**config.mk**
```make
export PLATFORM = sky130hd
export DESIGN_NAME = watch_dp
export DESIGN_NICKNAME = d
export VERILOG_FILES = /design/src/rtl/watch_dp.sv
export SDC_FILE = /design/constraint.sdc
export NUM_CORES = 1
export LEC_CHECK = 0
export CORE_ASPECT_RATIO = 0.9
export CORE_MARGIN = 8
export CORE_UTILIZATION = 51
export DETAILED_ROUTE_END_ITERATION = 7
export PLACE_DENSITY = 0.74
export SYNTH_ARGS = -nofsm -noshare
export SYNTH_HDL_FRONTEND = slang
export SYNTH_SLANG_ARGS = --single-unit
```
**constraint.sdc**
```tcl
create_clock -name clk -period 4.15 [get_ports clk]
set_input_delay 0.415 -clock clk [delete_from_list [all_inputs] [get_ports clk]]
set_output_delay 0.415 -clock clk [all_outputs]
set_load 0.01 [all_outputs]
```
**src/rtl/watch_dp.sv**
```systemverilog
// watch_dp: centisecond time-of-day datapath with a clock-cycle timebase,
// cascaded ms/sec/min/hour counters and per-field up/down adjustment.
module watch_dp #(
    parameter int unsigned TICK_DIV = 1_000_000,
    parameter int unsigned HOUR_MAX = 23
) (
    input  logic       clk,
    input  logic       rst,
    input  logic [2:0] i_digit_pos,
    input  logic       i_up,
    input  logic       i_down,
    input  logic       i_run,
    output logic [6:0] o_msec,
    output logic [5:0] o_sec,
    output logic [5:0] o_min,
    output logic [4:0] o_hour,
    output logic       o_tick
);

    localparam int unsigned DIV_W = $clog2(TICK_DIV);
    localparam logic [DIV_W-1:0] DIV_LAST  = DIV_W'(TICK_DIV - 1);
    localparam logic [6:0]       MSEC_LAST = 7'd99;
    localparam logic [5:0]       SIX_LAST  = 6'd59;
    localparam logic [4:0]       HOUR_LAST = 5'(HOUR_MAX);

    logic [DIV_W-1:0] div_q;

    logic       adj_ok;
    logic       sel_sec;
    logic       sel_min;
    logic       sel_hour;
    logic [6:0] msec_n;
    logic [5:0] sec_n;
    logic [5:0] min_n;
    logic [4:0] hour_n;
    logic       msec_carry;
    logic       sec_carry;
    logic       min_carry;

    // Adjust is accepted only for exactly one of up/down and a one-hot field select.
    assign adj_ok   = i_up ^ i_down;
    assign sel_sec  = adj_ok && (i_digit_pos == 3'b001);
    assign sel_min  = adj_ok && (i_digit_pos == 3'b010);
    assign sel_hour = adj_ok && (i_digit_pos == 3'b100);

    // Timebase divider; holds its count while stopped and pulses o_tick on wrap.
    always_ff @(posedge clk) begin
        if (!rst) begin
            div_q  <= '0;
            o_tick <= 1'b0;
        end else if (i_run) begin
            if (div_q == DIV_LAST) begin
                div_q  <= '0;
                o_tick <= 1'b1;
            end else begin
                div_q  <= div_q + DIV_W'(1);
                o_tick <= 1'b0;
            end
        end else begin
            o_tick <= 1'b0;
        end
    end

    // Next field values: tick cascade, with an adjusted field taking the adjust
    // and swallowing both its incoming carry and its own outgoing carry.
    always_comb begin
        msec_n     = o_msec;
        sec_n      = o_sec;
        min_n      = o_min;
        hour_n     = o_hour;
        msec_carry = 1'b0;
        sec_carry  = 1'b0;
        min_carry  = 1'b0;

        if (o_tick) begin
            if (o_msec >= MSEC_LAST) begin
                msec_n     = '0;
                msec_carry = 1'b1;
            end else begin
                msec_n = o_msec + 7'd1;
            end
        end

        if (sel_sec) begin
            if (i_up) sec_n = (o_sec >= SIX_LAST) ? 6'd0 : o_sec + 6'd1;
            else      sec_n = (o_sec == 6'd0) ? SIX_LAST : o_sec - 6'd1;
        end else if (msec_carry) begin
            if (o_sec >= SIX_LAST) begin
                sec_n     = '0;
                sec_carry = 1'b1;
            end else begin
                sec_n = o_sec + 6'd1;
            end
        end

        if (sel_min) begin
            if (i_up) min_n = (o_min >= SIX_LAST) ? 6'd0 : o_min + 6'd1;
            else      min_n = (o_min == 6'd0) ? SIX_LAST : o_min - 6'd1;
        end else if (sec_carry) begin
            if (o_min >= SIX_LAST) begin
                min_n     = '0;
                min_carry = 1'b1;
            end else begin
                min_n = o_min + 6'd1;
            end
        end

        if (sel_hour) begin
            if (i_up) hour_n = (o_hour >= HOUR_LAST) ? 5'd0 : o_hour + 5'd1;
            else      hour_n = (o_hour == 5'd0) ? HOUR_LAST : o_hour - 5'd1;
        end else if (min_carry) begin
            hour_n = (o_hour >= HOUR_LAST) ? 5'd0 : o_hour + 5'd1;
        end
    end

    // Time field registers; reset overrides any tick or adjust in the same cycle.
    always_ff @(posedge clk) begin
        if (!rst) begin
            o_msec <= '0;
            o_sec  <= '0;
            o_min  <= '0;
            o_hour <= '0;
        end else begin
            o_msec <= msec_n;
            o_sec  <= sec_n;
            o_min  <= min_n;
            o_hour <= hour_n;
        end
    end

endmodule

```
Yosys cells after proc, flatten, opt, wreduce, memory -nomap -nowiden:

Cells that the tools add are included.

* flip-flop bits (word level): 45
* bits of input ports: 8
* output and inout bits: 25
* word-level logic and storage cells: 59

* add/subtract/negate cells: 8
* $lt $le $gt $ge: 4
* equality and inequality tests: 4
* multiplexer cells: 26
* bitwise operators: 1
* reductions and logical operators: 10

Operators by type and width (count)
* $mux W6: 10
* $mux W5: 5
* $add A20 B1 Y20 const B: 1
* $eq A20 B20 Y1 const B: 1
* $mux W20: 1
* $add A6 B1 Y6 const B: 2
* $ge A6 B6 Y1 const B: 2
* $logic_not A6 Y1: 2
* $sub A6 B1 Y6 const B: 2
* $mux W1: 9
* $add A7 B1 Y7 const B: 1
* $ge A7 B7 Y1 const B: 1
* $mux W7: 1
* $reduce_bool A2 Y1: 3
* $add A5 B1 Y5 const B: 1
* $ge A5 B5 Y1 const B: 1
* $logic_not A5 Y1: 1
* $sub A5 B1 Y5 const B: 1
* $eq A3 B1 Y1 const B: 1
* $eq A3 B2 Y1 const B: 1
* $eq A3 B3 Y1 const B: 1
* $logic_and A1 B1 Y1: 3
* $reduce_and A2 Y1: 1
* $xor A1 B1 Y1: 1

Longest topological paths before layout:

Gate-level depths: netlist (run 1).

* word-level depth: 9
* depth in mapped cells: 8
* depth with buffers taken out: 7

Worst setup path after synthesis (run 1):

OpenSTA, ideal clock, no wires.

* path kind: register to register
* from: register o_sec[0]
* to: register o_hour[0]
* library setup time: 0.130 ns
* arrival: 1.869 ns
* setup slack: 2.151 ns
* stages on the path, launching flop included: 7
* cell sequence: dfxtp_1 -> ha_1 -> o2111ai_1 -> a21o_1 -> o41a_1 -> o311ai_1 -> o31ai_1

* cells in the longest elaborated chain, start to end: 7

Ends and longest elaborated chain
* start: declaration: line 14 `output logic [5:0] o_sec,`
* start signal: assignment: line 125 `o_sec <= sec_n;`
* $ge A6 B6 Y1: line 88 `if (o_sec >= SIX_LAST) begin`
* $mux W1: line 88
* $mux W1: line 87 `end else if (msec_carry) begin`
* $mux W1: line 84 `if (sel_sec) begin`
* $mux W1: line 99 `end else if (sec_carry) begin`
* $mux W1: line 96 `if (sel_min) begin`
* $reduce_bool A2 Y1 (no line)
* end signal: assignment: line 127 `o_hour <= hour_n;`
* end: declaration: line 16 `output logic [4:0] o_hour,`

No other way between the ends.
A chain may end at the register's enable or synchronous reset.

Final worst setup path (run 1):

Ends and elaborated chain as after synthesis.

==> run metrics, run 1 <==
status finished clean; layout cells sized above 1 0.0622; CP max FO 7; Via Count 2687; Worst Hold Class register to register; DR iter-0 viols between 100 and 150; htree depth 2; Avg Cell Area, Syn 8.18 sq um; Max-Cap Viols 0; Area growth syn-to-layout 15.5%; Die ar. 8230 sq um; synth warn 0; #FFs+latches synth 45; Chip Width roughly 95 um; Mapped Nets 366; Slew Limit Fails 0; top cells by area, synth dfxtp_1 (32%), nor2_1 (5.7%), xor2_1 (5.5%), ha_1 (4.4%), a21oi_1 (3.3%); Final Wtd Congestion 0.844; Final min period 2350 ps; PostCTS Resize Cnt 0; pwr dens 268 nW/um^2; TritonCTS clock tree built; # setup viols final 0; initial core utilization 0.515; final core occ 0.595; leakage around 1.2 nW; Synth Area in XOR/XNOR 0.0800; RSZ-0062 raised after global routing false; Synth Area in Adders 0.0439; Cell Area, Synth approximately 2800 sq um; Global Route Usage Sum 0.170; critical path class register to register; Post-CTS Setup Inserts 0; main combinational cell family by area after synthesis simple AND/OR/NAND/NOR gates; DRC errors left 0; vias in the first global route 2404; Synth Area in Simple Gates 0.258; Setup crit start kind register; synth unique cells ~60; root buffer cell clkbuf_8; Max clock buf depth 2; initial antenna violation count 0; number of synthesized flops with an enable pin 0; clock-pin transition on the worst setup and hold timing paths 90 ps; Yosys top cell area share 0.316; sequential area share after synthesis 0.316; Inserted Diodes 0; Final period util 0.566; Max Freq between 400 and 500 MHz; Peak VDD IR 0.000181 V; TritonRoute pass-1 iters 5; Primary FF master, synth dfxtp_1; hold slack about 530 ps; Final Hold Fails 0; Routed WL 6860 um; io pins 33; largest net degree at the start of global routing 19; synth cell count leaders dfxtp_1 (45), nor2_1 (43), nand2_1 (20), a21oi_1 (19), xor2_1 (18); DP Wirelength 4750 um; Die Span Y about 87 um; cell with the most instances after synthesis dfxtp_1; TritonCTS Sinks 45; cell taking the most area after synthesis dfxtp_1; compound-cell area share of the yosys netlist 0.243; Fin Clk Skew 9.64 ps; TritonCTS buffer count 5; routed length per instance around 16 um; worst reg-to-reg setup slack 1800 ps; Slew HR 0.525; nets@finish slightly below 400; Post-CTS Hold Buffers 0; first-pass GRT wire length 11400 um; Crit path arrival time between 2000 and 3000 ps; post-synthesis mux area share 0.0176; Fin Setup TNS 0 ps; slew at the pin closest to its max-slew limit 708 ps; Overall Power 880 uW; Rows 26; IO buf count 32; Clock Latency Late Sink 310 ps; DR vias/cell ~6; total grt overflow 0; Routed Antenna Nets 0; Gate Count Post-Synth 348; core area 5530 sq um; Worst Path Required 4370 ps; Setup crit end kind register; Async SR Flop Fraction 0
## power breakdown
group	leakage (nW)	switching, mW	internal (mW)
Sequential	0.363	0.0109	0.437
Combinational	0.744	0.0524	0.0377
Clock	0.0585	0.161	0.181
## sequential cells by signal, summed over array words and instances, names as in the netlist
| register | cells |
|---|---|
| o_hour | 5 |
| o_sec | 6 |
| o_msec | 7 |
| o_min | 6 |
| div_q | 20 |
| o_tick | 1 |
## area by class of cell
class	count	area (sq um)
Clock inverter	3	43.8
Inverter	10	37.5
Timing Repair Buffer	32	320
Sequential cell	45	901
Fill cell	517	2240
Clock buffer	5	68.8
Multi-Input combinational cell	275	1830
Tap cell	70	87.6
## logic make-up (layout without fill, tap and decap cells)
logic type,after synthesis,after routing
muxes,5,5
xor gates and xnor gates,26,26
adders and majority gates,10,10
buffers and inverters,28,50
and+or+nand+nor,140,140
AOI/OAI and AO/OA,94,94
DFF,45,45
## placed cells by master, fill, tap and decap left out, types with 4 or more instances in the layout
cell type        Yosys  final
o21ai_1              5      5
a21oi_1             19     19
dfxtp_1             45     45
mux2i_1              5      5
and3_1               7      7
and2_1               6      6
nand4_1             11     11
clkbuf_8             0      5
clkdlybuf4s50_1      0     32
nand2b_1             4      4
xnor2_1              8      8
inv_1               10     10
or3_1                5      5
nand3_1             15     15
nor3_1              11     11
nor2b_1              4      4
ha_1                10     10
o21ai_0             14     14
a31oi_1              5      5
a211oi_1            10     10
xor2_1              18     18
nor2_1              43     43
nand2_1             20     20
## stage by stage
step	cells	setup slack (ps)	cell area (sq um)
2_1_floorplan	348	2150	2850
3_3_place_gp	432	1620	3180
3_5_place_dp	432	1620	3180
4_1_cts	440	1820	3290
5_1_grt	440	1630	3290
6_report	440	1800	3290
## per-layer routing
metal  up-vias  global-route usage  routed length, um
met2        90               0.264               3140
met4         0              0.0552                 69
met5         -                   0                  0
li1       1334                   -                  -
met3         8              0.0362                438
met1      1255               0.227               3220
## worst paths after layout
check,from,cells after the start,endpoint
setup / recovery,o_sec[0],6,o_hour[0]
hold / removal,div_q[3],2,div_q[3]
setup reg to reg,o_sec[0],6,o_hour[0]
hold reg to reg,div_q[3],2,div_q[3]
## worst max-delay path: stages, from the launching register on
cell       delay (ps)
dfxtp_1           490
ha_1              340
o2111ai_1         210
a21o_1            250
o41ai_2           470
nand3_1           240
o31ai_1           270
No activity file was read; power rests on OpenSTA's default activity.
==> run 2, diff against run 1 <==
--- a/config.mk
+++ b/config.mk
@@ -9,7 +9,7 @@
 export CORE_MARGIN = 8
 export CORE_UTILIZATION = 51
 export DETAILED_ROUTE_END_ITERATION = 7
-export PLACE_DENSITY = 0.74
+export PLACE_DENSITY = 0.77
 export SYNTH_ARGS = -nofsm -noshare
 export SYNTH_HDL_FRONTEND = slang
 export SYNTH_SLANG_ARGS = --single-unit
==> constraint.sdc (replaced) <==
create_clock -name clk -period 2.1 [get_ports clk]
set_input_delay 0.21 -clock clk [delete_from_list [all_inputs] [get_ports clk]]
set_output_delay 0.21 -clock clk [all_outputs]
set_load 0.01 [all_outputs]
==> run metrics, run 2 (same netlist as run 1, synthesis figures left out) <==
total grt overflow 0; Global Route Usage Sum 0.166; Overall Power between 1.5 and 2 mW; worst reg2reg path depth 6; RR Startpoint o_msec[1]; root buffer cell clkbuf_8; Die ar. just over 8000 sq um; Max clock buf depth 2; leading cell type in the layout, fill and taps excluded dfxtp_1; Final Hold Fails 0; Rows 26; routed length per instance 15.0 um; Routed WL 7070 um; largest net degree at the start of global routing 19; Max Freq 491 MHz; first-pass GRT wire length 11400 um; largest registers div_q x20, o_msec x7; Slew Limit Fails 0; Top reg by flops div_q; pwr dens 494 nW/um^2; DR vias/cell 5.94; TritonRoute pass-1 iters 4; met1 usage 0.207; vias in the first global route 2555; clock-pin transition on the worst setup and hold timing paths 90 ps; initial antenna violation count 0; DRC errors left 0; Worst Path Required 2300 ps; most crowded layer after global routing met2; Clock Latency Late Sink roughly 300 ps; core area between 5000 and 6000 sq um; Area growth syn-to-layout 25.3%; leakage 1.35 nW; Inst Count DP 461; worst reg-to-reg setup slack 60 ps; # setup viols final 0; initial core utilization 0.515; TritonCTS buffer count 5; Chip Width between 90 and 100 um; Die Span Y 86.9 um; Slew HR 0.569; DP Wirelength 5080 um; hold slack 511 ps; Final period util 0.970; Via Count 2793; Fin Setup TNS 0 ps; Setup crit end kind register; Peak VDD IR between 0.0004 and 0.0005 V; Final Wtd Congestion 0.861; hold path depth 2; io pins 33; worst hold path endpoint div_q[3]; DR iter-0 viols 107; TritonCTS clock tree built; CP max FO 4; htree depth 2; Setup crit start kind register; IO buf count 32; hold path start div_q[3]; Final Instance Count excl. Fillers 470; layout cells sized above 1 0.140; critical path class register to register; M3 GR Usage 0.0336; Fin Clk Skew 8.35 ps; slew at the pin closest to its max-slew limit 646 ps; Crit path arrival time 2240 ps; Final min period 2040 ps; nets@finish 417; RSZ-0062 raised after global routing true; Max-Cap Viols 0; TritonCTS Sinks 45; Worst Hold Class register to register; status finished clean; most frequent cells in the layout dfxtp_1 (45), nor2_1 (43), clkdlybuf4s50_1 (32), buf_4 (29), nand2_1 (20); reg2reg end o_hour[4]; Routed Antenna Nets 0; max reg flops 20; Inserted Diodes 0; met2 GRT Util 0.280
[run 2: worst max-delay path by stage]
stage / startpoint / end / slack (ps) / cells past startpoint
finish: o_msec[1] / o_hour[4] / 60 / 6
global route: o_sec[0] / o_min[0] / -10 / 7
CTS: o_msec[1] / o_min[3] / 30 / 6
detailed placement: i_digit_pos[0] / o_hour[4] / -60 / 6
global placement: i_digit_pos[0] / o_hour[4] / 30 / 6
floorplan: o_sec[0] / o_hour[0] / 100 / 6
[run 2: timing repair]
| item | CTS | global route |
|---|---|---|
| endpoints found under the setup margin | 0 | 12 |
| gates resized for setup | 0 | 6 |
| setup buffers | 0 | 1 |
| hold buffers | 0 | 0 |
[run 2: worst max-delay path: stages, from the launching register on]
cell      delay, ps
dfxtp_1         340
ha_1            220
or4_4           440
o2111a_2        330
a31o_1          240
and3_1          160
o221a_1         210
[run 2: through the flow]
| stage | instance area (sq um) | worst slack [ps] | utilization |
|---|---|---|---|
| detailed placement | 3390 | -56.7 | 0.614 |
| floorplan | 2850 | 101 | - |
| global placement | 3390 | 29.1 | 0.614 |
| finish | 3570 | 62.5 | 0.645 |
| global route | 3570 | -15.0 | 0.645 |
| CTS | 3510 | 33.5 | 0.634 |
[run 2: area by class of cell]
| type | instances | area [sq um] |
|---|---|---|
| Clock buffer | 6 | 72.6 |
| Clock inverter | 2 | 38.8 |
| Fill cell | 481 | 1960 |
| Timing Repair Buffer | 62 | 558 |
| Sequential cell | 45 | 901 |
| Multi-Input combinational cell | 275 | 1870 |
| Tap cell | 70 | 87.6 |
| Inverter | 10 | 37.5 |
[run 2: layer usage]
layer | share of wire | wire, um
met5 | 0 | 0
met4 | 0.013 | 89
met3 | 0.053 | 376
met2 | 0.47 | 3320
met1 | 0.46 | 3290
[run 2: power breakdown]
part | total, mW | switching, mW | internal [mW] | leakage (nW)
Clock | 0.665 | 0.307 | 0.358 | 0.0554
Combinational | 0.217 | 0.118 | 0.0995 | 0.928
Sequential | 0.880 | 0.0157 | 0.864 | 0.363
Total | 1.76 | 0.440 | 1.32 | 1.35
==> run 3, diff against run 2 <==
--- a/config.mk
+++ b/config.mk
@@ -5,11 +5,12 @@
 export SDC_FILE = /design/constraint.sdc
 export NUM_CORES = 1
 export LEC_CHECK = 0
+export ABC_AREA = 1
 export CORE_ASPECT_RATIO = 0.9
 export CORE_MARGIN = 8
 export CORE_UTILIZATION = 51
 export DETAILED_ROUTE_END_ITERATION = 7
-export PLACE_DENSITY = 0.77
+export PLACE_DENSITY = 0.76
 export SYNTH_ARGS = -nofsm -noshare
 export SYNTH_HDL_FRONTEND = slang
 export SYNTH_SLANG_ARGS = --single-unit
==> run metrics, run 3 <==
Crit path arrival time roughly 1400 ps; cell with the most instances after synthesis nand2_1; Switching Share 0.266; net switching power 430 uW; Final period util 0.779; TritonCTS clock tree built; Max clock buf depth 2; Peak VDD IR 0.000345 V; total grt overflow 0; Via Count 2939; IO buf count 32; crit path cell chain clkdlybuf4s50_1; Max Freq approximately 610 MHz; Final Hold Fails 0; Slew Limit Fails 0; worst reg2reg path depth 10; synth unique cells 35; Rows 26; most frequent cells in the layout nand2_1 (97), nor2_1 (86), inv_1 (57), nand3_1 (47), dfxtp_1 (45); largest net degree at the start of global routing 14; layout cells sized above 1 0.0740; htree depth 2; initial antenna violation count 0; Max-Cap Viols 0; Finished Cell Area 3450 sq um; Post-CTS Hold Buffers 0; Worst Hold Class register to register; Fin Setup TNS 0 ps; Setup crit start kind register; largest registers div_q x20, o_msec x7; sequential area share after synthesis 0.302; root buffer cell clkbuf_8; clock network power share 0.323; internal power 1.18 mW; synth cell count leaders nand2_1 (97), nor2_1 (86), inv_1 (57), nand3_1 (47), dfxtp_1 (45); top cells by area, synth dfxtp_1 (30%), nand2_1 (12%), nor2_1 (11%), nand3_1 (7.9%), inv_1 (7.2%); Worst Path Required 1890 ps; clock-pin transition on the worst setup and hold timing paths 80 ps; number of synthesized flops with an enable pin 0; nets@finish just over 500; Chip Width 96.6 um; final core occ 0.610; initial core utilization 0.527; Inserted Diodes 0; register share of total power 0.552; Async SR Flop Fraction 0; RR Startpoint o_min[0]; # setup viols final 0; DRC errors left 0; Avg Cell Area, Syn 6.40 sq um; Die ar. 8560 sq um; Fin Clk Skew about 2.2 ps; synth warn 0; Area growth syn-to-layout 15.7%; Routed Antenna Nets 0; CP max FO 9; Primary FF master, synth dfxtp_1; worst reg-to-reg setup slack 470 ps; Final min period 1640 ps; vias in the first global route 2737; reg2reg end o_hour[2]; PostCTS Resize Cnt 0; Post-CTS Setup Inserts 0; Routed WL 6590 um; WP buf/inv 1; DP Wirelength 5090 um; TritonRoute pass-1 iters 4; TritonCTS Sinks 45; leakage 1.47 nW; pwr dens 467 nW/um^2; Crit-path slowest cell clkdlybuf4s50_1; Clock Latency Late Sink 300 ps; Slowest Stage Delay on Critical Path 610 ps; Mapped Nets 484; Top reg by flops div_q; combinational share of power 0.125; TritonCTS buffer count 5; hold path start div_q[18]; Area after DPL 3370 sq um; hold path depth 2; worst hold path endpoint div_q[18]; core area around 5700 sq um; leading cell type in the layout, fill and taps excluded nand2_1; Final Wtd Congestion 0.900; cell taking the most area after synthesis dfxtp_1; Global Route Usage Sum 0.158; DR iter-0 viols 94; slew at the pin closest to its max-slew limit roughly 330 ps; max reg flops 20; status finished clean; Die Span Y 88.6 um; first-pass GRT wire length 11800 um; Slew HR 0.777; hold slack 484 ps; routed length per instance ~12 um; delay-heaviest family, CP buffers and inverters; io pins 33; DR vias/cell about 5.2; Yosys top cell area share 0.302; Setup crit end kind output pin; #FFs+latches synth 45; Gate Count Post-Synth 466; critical path class register to output pin; Cell Area, Synth 2980 sq um; RSZ-0062 raised after global routing false
-- run 3: cell types whose count changed after synthesis, moves of 7 or more --
| cell | change |
|---|---|
| a211oi_1 | -10 |
| clkbuf_1 | -13 |
| inv_1 | +47 |
| nand2_1 | +77 |
| nand3_1 | +32 |
| nor2_1 | +43 |
| xnor2_1 | -7 |
-- run 3: cell type report --
cell class / instances / area (sq um)
inverters: 63 / 238
well taps: 70 / 87.6
fillers: 566 / 2210
repair buffers: 35 / 343
multi-input cells: 349 / 1800
clock buffers: 6 / 72.6
clock inverters: 2 / 10.0
flip-flops and latches: 45 / 901
-- run 3: worst max path at each step --
| stage | slack (ps) | start | to | cells past startpoint |
|---|---|---|---|---|
| after floorplan | 650 | o_msec[0] | o_sec[2] | 8 |
| after global placement | 400 | i_down | o_min[3] | 10 |
| after detailed placement | 350 | i_down | o_hour[1] | 10 |
| after CTS | 450 | o_hour[2] | o_hour[2] | 1 |
| after global routing | 260 | o_msec[0] | o_sec[3] | 8 |
| final | 460 | o_hour[2] | o_hour[2] | 1 |
-- run 3: worst register-to-register path: stages (launching register included) --
cell,delay [ps]
dfxtp_1,500
ha_1,230
nor2_1,60
nor2_1,150
inv_1,80
nor2_1,130
nand2_2,150
nand2_1,100
nand2_1,50
inv_1,50
nor2_1,40
-- run 3: metrics by stage --
stage | total power, mW | cells | setup slack, ps
floorplan | 1.04 | 466 | 648
global placement | 1.11 | 562 | 395
detailed placement | 1.11 | 562 | 347
CTS | 1.63 | 570 | 447
global route | 1.69 | 570 | 262
finish | 1.61 | 570 | 463
-- run 3: kinds of logic (layout without fill, tap and decap cells) --
kind of cell    Yosys count  after routing  synth area share
mux                       1              1           0.00335
buf+inv                  72            106            0.0943
compound gates           45             45            0.0868
xor+xnor                 17             17            0.0499
simple gates            276            276             0.422
fa+ha+maj                10             10            0.0419
flops                    45             45             0.302
-- run 3: layer usage --
layer / wire (um) / up-vias / global-route usage / share of wire
met5: 0 / - / 0 / 0
met4: 83 / 0 / 0.0460 / 0.013
met3: 329 / 10 / 0.0383 / 0.050
met2: 2990 / 61 / 0.268 / 0.45
met1: 3190 / 1320 / 0.197 / 0.48
li1: - / 1548 / - / -
-- run 3: power by group through the flow --
stage	clock network, mW	registers (mW)	logic (mW)
detailed placement	0	0.912	0.201
CTS	0.540	0.891	0.202
global placement	0	0.911	0.197
global route	0.566	0.896	0.230
floorplan	0	0.906	0.134
finish	0.521	0.892	0.202
